### config.mk
export PLATFORM = sky130hd
export DESIGN_NAME = reg_bank
export DESIGN_NICKNAME = d
export VERILOG_FILES = /design/src/rtl/patp_pkg.sv /design/src/rtl/reg_bank_alu.sv /design/src/rtl/reg_bank.sv
export SDC_FILE = /design/constraint.sdc
export NUM_CORES = 1
export LEC_CHECK = 0
export CAP_MARGIN = 40
export CORE_MARGIN = 2
export CORE_UTILIZATION = 30
export DETAILED_ROUTE_END_ITERATION = 10
export DONT_BUFFER_PORTS = 1
export GPL_ROUTABILITY_DRIVEN = 1
export PLACE_DENSITY = 0.52
export SLEW_MARGIN = 20
export SYNTH_ARGS = -nofsm -noshare
export SYNTH_HDL_FRONTEND = slang
export SYNTH_SLANG_ARGS = --single-unit
### constraint.sdc
create_clock -name clk -period 8.51 [get_ports clk]
set_input_delay 0.851 -clock clk [delete_from_list [all_inputs] [get_ports clk]]
set_output_delay 0.851 -clock clk [all_outputs]
set_load 0.05 [all_outputs]
### src/rtl/patp_pkg.sv
// Shared definitions for the PATP core working register set.
// Holds the write-mode encoding used by reg_bank and reg_bank_alu.
package patp_pkg;

    typedef enum logic [1:0] {
        OP_LOAD = 2'b00,
        OP_INC  = 2'b01,
        OP_DEC  = 2'b10,
        OP_CLR  = 2'b11
    } op_t;

endpackage

### src/rtl/reg_bank_alu.sv
// Combinational next-value unit for one register write.
// Ports: op (write mode), cur (current register value), wdata (load
// data) -> next (value to commit), carry_nxt (INC carry / DEC borrow),
// zero_nxt (next is all zeros). Shared by the write and bypass paths.
module reg_bank_alu
    import patp_pkg::*;
#(
    parameter int WIDTH = 8
) (
    input  op_t              op,
    input  logic [WIDTH-1:0] cur,
    input  logic [WIDTH-1:0] wdata,
    output logic [WIDTH-1:0] next,
    output logic             carry_nxt,
    output logic             zero_nxt
);

    localparam logic [WIDTH:0] ONE = (WIDTH+1)'(1);

    always_comb begin
        next      = cur;
        carry_nxt = 1'b0;
        unique case (op)
            OP_LOAD: next = wdata;
            // Extra top bit catches the wrap: carry on INC of all ones,
            // borrow on DEC of zero.
            OP_INC:  {carry_nxt, next} = {1'b0, cur} + ONE;
            OP_DEC:  {carry_nxt, next} = {1'b0, cur} - ONE;
            OP_CLR:  next = '0;
            default: next = cur;
        endcase
    end

    assign zero_nxt = (next == '0);

endmodule

### src/rtl/reg_bank.sv
// Parametrised working register set: DEPTH x WIDTH registers with one
// write port (load/inc/dec/clr), two combinational read ports, optional
// write-to-read bypass and registered zero/carry flags.
// Ports: clk, rst (sync active-high), we, op, waddr, wdata,
// raddr_a -> rdata_a, raddr_b -> rdata_b, zero, carry.
module reg_bank
    import patp_pkg::*;
#(
    parameter int WIDTH  = 8,
    parameter int DEPTH  = 4,
    parameter int BYPASS = 1,
    localparam int AW    = $clog2(DEPTH)
) (
    input  logic             clk,
    input  logic             rst,
    input  logic             we,
    input  logic [1:0]       op,
    input  logic [AW-1:0]    waddr,
    input  logic [WIDTH-1:0] wdata,
    input  logic [AW-1:0]    raddr_a,
    output logic [WIDTH-1:0] rdata_a,
    input  logic [AW-1:0]    raddr_b,
    output logic [WIDTH-1:0] rdata_b,
    output logic             zero,
    output logic             carry
);

    logic [WIDTH-1:0] regs [DEPTH];

    logic             wr_ok;
    logic [WIDTH-1:0] cur;
    logic [WIDTH-1:0] next;
    logic             carry_nxt;
    logic             zero_nxt;
    logic             byp_a;
    logic             byp_b;

    // Range checks are done at 32 bits so a non-power-of-two DEPTH
    // compares correctly against the full address range.
    assign wr_ok = we && (32'(waddr) < DEPTH);
    assign cur   = wr_ok ? regs[waddr] : '0;

    reg_bank_alu #(
        .WIDTH(WIDTH)
    ) u_alu (
        .op       (op_t'(op)),
        .cur      (cur),
        .wdata    (wdata),
        .next     (next),
        .carry_nxt(carry_nxt),
        .zero_nxt (zero_nxt)
    );

    always_ff @(posedge clk) begin
        if (rst) begin
            for (int i = 0; i < DEPTH; i++) begin
                regs[i] <= '0;
            end
            zero  <= 1'b0;
            carry <= 1'b0;
        end else if (wr_ok) begin
            regs[waddr] <= next;
            zero        <= zero_nxt;
            carry       <= carry_nxt;
        end
    end

    // Bypass is withheld during reset so reads show the stored value.
    assign byp_a = (BYPASS != 0) && wr_ok && !rst && (raddr_a == waddr);
    assign byp_b = (BYPASS != 0) && wr_ok && !rst && (raddr_b == waddr);

    always_comb begin
        rdata_a = '0;
        if (32'(raddr_a) < DEPTH) begin
            rdata_a = byp_a ? next : regs[raddr_a];
        end
    end

    always_comb begin
        rdata_b = '0;
        if (32'(raddr_b) < DEPTH) begin
            rdata_b = byp_b ? next : regs[raddr_b];
        end
    end

endmodule
==> run summary, run 1 <==
status: finished, final reports clean
clock-pin slew on the worst setup and hold paths: 80 ps
Total Routing Usage GR: 15.9%
GRT Residual Overflow: 0
H-tree depth: 2
Residual DRC: 0
endpoint required time on the critical path: 7660 ps
first-pass iteration count of the detailed router: 4
transition time of the tightest slew-check pin: 737 ps
initial antenna violation count: 0
TritonCTS buffer count: 5
Power per Cell Area: 169 mW/mm2
async set-or-reset flop fraction in the synthesized netlist: 0%
Synth top area share: 35.6%
Met1 Wirelength: 3.39 mm
number of enable-type register cells in the synthesized netlist: 32
area of the core: 0.00872 mm2
final cycle utilization of the critical path: 47.3%
number of hold-slack violations in the final timing report: 0
instance count of the mapped netlist: 264
RSZ-0062 raised after global routing: no
leakage power summed over all cells: 1.10 nW
Max Cap Viol: 0
Worst IR Drop VDD: 0.000103 V
post-layout worst setup margin: 4490 ps
synth-to-layout area growth: 11.9%
area of the die: 0.00978 mm2
effective utilization at floorplan: 31.0%
global-route wire length before repair: 11.8 mm
clock latency of the later-clocked register in the worst-skew pair: 290 ps
post-synthesis sequential element count: 34
end point of the most critical hold path: zero$_SDFFE_PP0P_
Setup Crit Path Kind: input port to output port
synthesized area per cell: 10.2 um2
final setup fails: 0
Worst Setup Start Kind: input port
die height: 98.9 um
number of nets with antenna violations after detailed routing: 0
capture point of the worst reg-to-reg path: zero$_SDFFE_PP0P_
maximum number of pins on one net before global-route repair: 25
Top FF cell, synth: sky130_fd_sc_hd__edfxtp_1
vias in the first global route: 2058
setup slack, reg-to-reg: 5660 ps
nets: 295
clock tree from TritonCTS: done
fraction of final layout cells with drive strength greater than 1: 18.8%
kind of capture point of the worst setup path: output port
post-layout min period: 4020 ps
CTS Root Cell: sky130_fd_sc_hd__clkbuf_8
number of filler instances in the final layout: 843
worst setup slack before clock tree synthesis: 4550 ps
Post-Synthesis Net Count: 288
number of distinct library cells after synthesis: 53
top sig layer: met4
IO buf count: 0
maximum clock rate: 249 MHz
detailed-route wire length per cell: 20.0 um
worst reg2reg path startpoint: regs[3][0]$_DFFE_PP_
GP Congestion: 0.824
cell depth of the worst min-delay path: 2
routed wire length: 7.59 mm
post-CTS resize count: 0
worst min-delay path startpoint: rst
detailed-placement wirelength estimate: 5.56 mm
antenna cell count: 0
Post-CTS Setup Inserts: 0
DR iter-0 viols: 179
count of cells along the worst register-to-register path: 10
Area contributors post-synth: sky130_fd_sc_hd__edfxtp_1, sky130_fd_sc_hd__mux4_2, sky130_fd_sc_hd__nor2_1
total number of placement rows: 34
die span in x: 98.9 um
final number of max-transition violations: 0
clock skew after layout: 7.90 ps
post-synthesis instance area: 0.00270 mm2
warning count from the yosys run: 0
sum of met2 wire segment lengths after detailed routing: 3.54 mm
clock sink count: 34
data arrival time of the critical path: 3170 ps
Worst Path Max Fanout: 24
WL met3: 520 um
maximum count of clock buffers along a single path: 2
Max-slew headroom: 50.7%
number of buffers added to fix hold violations after cts: 0
Final Power: 512 uW
dominant cell type by area after synthesis: sky130_fd_sc_hd__edfxtp_1
HP Class: input port to flop
sequential element share of the synthesized area: 37.0%
Setup TNS: 0 ps
number of top-level design ports: 37
via count normalized by instance count: 5.73
total vias in the final route: 2179
worst max-delay path by stage:
stage | end | slack [ps] | cells past startpoint | from
final | rdata_a[7] | 4490 | 8 | waddr[0]
after global routing | rdata_a[7] | 4360 | 8 | waddr[0]
after CTS | rdata_a[7] | 4540 | 8 | waddr[0]
after detailed placement | rdata_a[7] | 4550 | 8 | waddr[0]
after global placement | rdata_a[4] | 4330 | 9 | waddr[0]
after floorplan | rdata_a[6] | 3840 | 11 | waddr[0]
placed cells by master, fill, tap and decap left out, drive strengths merged, types with 2 or more instances in the layout:
master | Yosys | final
a31o | 3 | 3
a32o | 2 | 2
nor3 | 2 | 2
and2 | 7 | 7
o31ai | 2 | 2
nand2b | 6 | 6
nand3 | 4 | 4
o22ai | 2 | 2
and3 | 2 | 2
nor2 | 45 | 45
nand4 | 3 | 3
nand2 | 29 | 29
xnor2 | 5 | 5
edfxtp | 32 | 32
buf | 7 | 16
clkbuf | 9 | 5
mux4 | 23 | 23
a21oi | 8 | 8
inv | 9 | 9
dfxtp | 2 | 2
mux2i | 4 | 4
bufinv | 0 | 2
o21ai | 25 | 25
o41ai | 2 | 2
a211oi | 4 | 4
ha | 5 | 5
stage by stage:
step	cell area, um2	cells	hold WS, ps	util, %
global placement	2770	356	822	31.7
floorplan	2700	264	784	-
global route	3020	380	817	34.7
CTS	3020	380	811	34.7
detailed placement	2890	372	829	33.1
finish	3020	380	818	34.7
sequential cells by signal, indices dropped and copies added, names as in the netlist:
name	cells
carry	1
regs	32
zero	1
Yosys cell counts (2+ instances only):
library cell,n
sky130_fd_sc_hd__a211oi_1,4
sky130_fd_sc_hd__mux4_2,20
sky130_fd_sc_hd__a21oi_1,8
sky130_fd_sc_hd__buf_1,3
sky130_fd_sc_hd__nand2b_1,6
sky130_fd_sc_hd__nand3_1,4
sky130_fd_sc_hd__nor2_1,45
sky130_fd_sc_hd__ha_1,5
sky130_fd_sc_hd__nand4_1,3
sky130_fd_sc_hd__mux4_1,3
sky130_fd_sc_hd__xnor2_1,5
sky130_fd_sc_hd__a32o_1,2
sky130_fd_sc_hd__and3_1,2
sky130_fd_sc_hd__a31o_2,3
sky130_fd_sc_hd__inv_1,9
sky130_fd_sc_hd__dfxtp_1,2
sky130_fd_sc_hd__nor3_1,2
sky130_fd_sc_hd__nand2_1,29
sky130_fd_sc_hd__o31ai_1,2
sky130_fd_sc_hd__clkbuf_1,9
sky130_fd_sc_hd__edfxtp_1,32
sky130_fd_sc_hd__buf_2,3
sky130_fd_sc_hd__o21ai_0,25
sky130_fd_sc_hd__and2_1,6
sky130_fd_sc_hd__mux2i_1,4
kinds of logic after synthesis:
logic type | after synthesis | synth area share [%]
and+or+nand+nor | 109 | 18.8
AOI/OAI and AO/OA | 58 | 14.9
DFF | 34 | 37.0
muxes | 28 | 21.5
buffers and inverters | 25 | 3.89
xor gates and xnor gates | 5 | 1.62
adders and majority gates | 5 | 2.31
power by group:
group	total [mW]	internal [mW]	switching [mW]	leakage, nW
clock	0.180	0.117	0.0630	0.0683
sequential	0.201	0.193	0.00861	0.350
combinational	0.131	0.0496	0.0809	0.684
layer usage:
layer	vias up	track usage (%)
li1	1020	-
met1	1064	21.5
met2	84	24.8
met3	11	3.33
met4	0	6.43
met5	-	0
final cells by class:
type / instances / area [um2] / share of cell area [%]
Multi-Input combinational cell: 205 / 1600 / 52.8
Sequential cell: 34 / 1000 / 33.1
Tap cell: 108 / 135 / 4.47
Timing Repair Buffer: 16 / 120 / 3.97
Clock buffer: 5 / 68.8 / 2.28
Clock inverter: 3 / 68.8 / 2.28
Inverter: 9 / 33.8 / 1.12
worst max-delay path, cell delays in order:
cell and delay (ps):
sky130_fd_sc_hd__mux4_2 580, sky130_fd_sc_hd__o21a_1 210, sky130_fd_sc_hd__a311o_1 330, sky130_fd_sc_hd__o21ai_0 190, sky130_fd_sc_hd__o31ai_1 100, sky130_fd_sc_hd__o22ai_1 530
sky130_fd_sc_hd__o21ai_1 150, sky130_fd_sc_hd__buf_4 220
(Power assumes the default switching activity.)
==> run 2: changes to the inputs <==
Settings changed: PLACE_DENSITY 0.52 to 0.53.
Clock period 8.51 ns to 3.65 ns, I/O delays scaled along.
==> run 2 against run 1 <==
Net effect: sequential cell count did not move; clock-buffer cell count did not move; highest routed layer unchanged; core utilization fell by 0.43 points; routed wire length rose by 1.0%; critical path type is now flop to output port; critical path depth rose by 2; non-clock buffer count rose by 2; sequential power rose by 130%; global-route usage rose by 0.21 points; critical endpoint is now rdata_b[6]; clock power rose by 53%.
==> run summary, run 2 (synthesized netlist as in run 1, its figures left out) <==
Max-slew headroom: 50.6% (-0.16 points)
global-route wire length before repair: 12.1 mm (+1.8%)
sequential cell fraction of total power: 44.4% (+5.1 points)
post-layout min period: 3350 ps
initial antenna violation count: 0 (unchanged)
nets: 297 (+0.68%)
die span in x: 98.9 um (unchanged)
Critical Path Slowest Stage Cell: sky130_fd_sc_hd__o41ai_4
number of buffers added to fix hold violations after cts: 0 (unchanged)
clock-pin slew on the worst setup and hold paths: 70 ps (about the same)
total number of placement rows: 34 (unchanged)
total vias in the final route: 2212 (+1.5%)
multi-input logic area: 0.00160 mm2 (unchanged)
H-tree depth: 2 (unchanged)
Worst Setup Start Kind: flop
detailed-placement wirelength estimate: 5.57 mm (+0.26%)
clock sink count: 34 (unchanged)
fraction of final layout cells with drive strength greater than 1: 19.0% (+0.23 points)
Post-CTS Setup Inserts: 0 (unchanged)
CTS Root Cell: sky130_fd_sc_hd__clkbuf_8
final number of max-transition violations: 0 (unchanged)
endpoint required time on the critical path: 3280 ps (-4380 ps)
clock tree from TritonCTS: done
maximum count of clock buffers along a single path: 2 (unchanged)
critical-path cell list: mux4_2, and2_1, inv_1, ha_1, a21boi_2, a31o_2, a21oi_1, o41ai_4, o21ai_1, buf_4
register ranked first by flip-flop count: regs
synth-to-layout area growth: 10.5%
clock network power share: 26.1% (-9.1 points)
Residual DRC: 0 (unchanged)
IO buf count: 0 (unchanged)
HP Class: input port to flop
Total Routing Usage GR: 16.1% (+0.21 points)
antenna cell count: 0 (unchanged)
via count normalized by instance count: 5.79 (+0.98%)
TritonCTS buffer count: 5 (unchanged)
data arrival time of the critical path: 2990 ps (-180 ps)
maximum clock rate: 298 MHz
cell total after placement: 374 (+0.54%)
post-layout instance count excluding filler cells: 382 (+0.53%)
Setup Crit Path Kind: flop to output port
worst hold-check slack: 333 ps (-485 ps)
total net switching power: 356 uW (+130%)
switching share of power: 33.8% (+4.0 points)
final cycle utilization of the critical path: 91.9%
maximum number of pins on one net before global-route repair: 25 (unchanged)
routed wire length: 7.67 mm (+1.0%)
first-pass iteration count of the detailed router: 5 (+1)
commonest cells after routing, fill and taps aside: sky130_fd_sc_hd__nor2_1, sky130_fd_sc_hd__edfxtp_1, sky130_fd_sc_hd__nand2_1, sky130_fd_sc_hd__mux4_2, sky130_fd_sc_hd__buf_4
flip-flop count of the largest register after layout: 32 (unchanged)
leakage power summed over all cells: 1.08 nW (-1.6%)
Max Cap Viol: 0 (unchanged)
RSZ-0062 raised after global routing: no
number of hold-slack violations in the final timing report: 0 (unchanged)
number of nets with antenna violations after detailed routing: 0 (unchanged)
status: finished, final reports clean
clock latency of the later-clocked register in the worst-skew pair: 300 ps (about the same)
final setup fails: 0 (unchanged)
combinational fraction of design power: 29.5% (+4.0 points)
kind of capture point of the worst setup path: output port
area of the core: 0.00872 mm2 (unchanged)
Worst Path Max Fanout: 7 (-71%)
GRT Residual Overflow: 0 (unchanged)
design internal power: 698 uW (+94%)
number of top-level design ports: 37 (unchanged)
sequential cell area in the final layout: 0.00100 mm2 (unchanged)
registers with the highest flip-flop counts: regs: 32 flops, carry: 1 flops, zero: 1 flops
DR iter-0 viols: 115 (-36%)
area of the die: 0.00978 mm2 (unchanged)
GP Congestion: 0.839 (+1.8%)
transition time of the tightest slew-check pin: 740 ps (+2.46 ps)
Power per Cell Area: 353 mW/mm2 (+110%)
Worst IR Drop VDD: 0.000226 V (+120%)
number of filler instances in the final layout: 891 (+5.7%)
clock skew after layout: 11.9 ps (+3.98 ps)
vias in the first global route: 2126 (+3.3%)
delay of the slowest cell on the worst path: 540 ps (-40 ps)
detailed-route wire length per cell: 20.1 um (+0.47%)
post-CTS resize count: 0 (unchanged)
leading cell type in the layout, fill and taps excluded: sky130_fd_sc_hd__nor2_1
effective utilization at floorplan: 31.0% (unchanged)
die height: 98.9 um (unchanged)
-- run 2: path summary, 6_finish.rpt --
check	from	to	slack, ps	depth (start not counted)
setup / recovery	regs[3][0]$_DFFE_PP_	rdata_b[6]	300	10
hold / removal	rst	zero$_SDFFE_PP0P_	330	2
setup reg to reg	regs[3][0]$_DFFE_PP_	zero$_SDFFE_PP0P_	890	10
hold reg to reg	zero$_SDFFE_PP0P_	zero$_SDFFE_PP0P_	820	1
-- run 2: power by group through the flow --
stage	logic [mW]	clock network (mW)	registers, mW
3_3_place_gp	0.311	0	0.475
5_1_grt	0.334	0.291	0.471
6_report	0.311	0.275	0.469
4_1_cts	0.312	0.278	0.468
3_5_place_dp	0.310	0	0.477
2_1_floorplan	0.247	0	0.469
-- run 2: area by class of cell --
class	count	area share, %
Sequential cell	34	33.5
Timing Repair Buffer	18	4.52
Inverter	9	1.13
Multi-Input combinational cell	205	53.5
Clock inverter	3	0.545
Tap cell	108	4.52
Clock buffer	5	2.30
-- run 2: routing by layer --
layer	up-vias	track usage, %	part of all wire [%]
met3	9	3.12	7.8
met4	0	4.85	1.4
met5	-	0	0
li1	1028	-	-
met2	94	25.0	47
met1	1081	22.8	44
-- run 2: worst max-delay path, delay by kind of cell, from the launching register on --
family / cells / cell delay, ps
AOI/OAI and AO/OA: 5 / 1180
muxes: 1 / 480
DFF: 1 / 440
buffers and inverters: 2 / 270
and+or+nand+nor: 1 / 190
adders and majority gates: 1 / 130
-- run 2: per-stage QoR --
stage	instance area (um2)	setup TNS (ps)	setup slack (ps)	power [mW]	utilization, %
finish	2990	0	296	1.05	34.2
global route	2990	0	107	1.10	34.2
CTS	2990	0	288	1.06	34.2
detailed placement	2900	0	610	0.787	33.3
global placement	2900	0	664	0.786	33.3
floorplan	2700	-90.5	-45.3	0.716	-
==> run 3: changes to the inputs <==
Settings changed: CAP_MARGIN 40 to unset.
==> results of run 3 <==
Same layout as run 2: the final DEF is identical, and so are final timing and power.
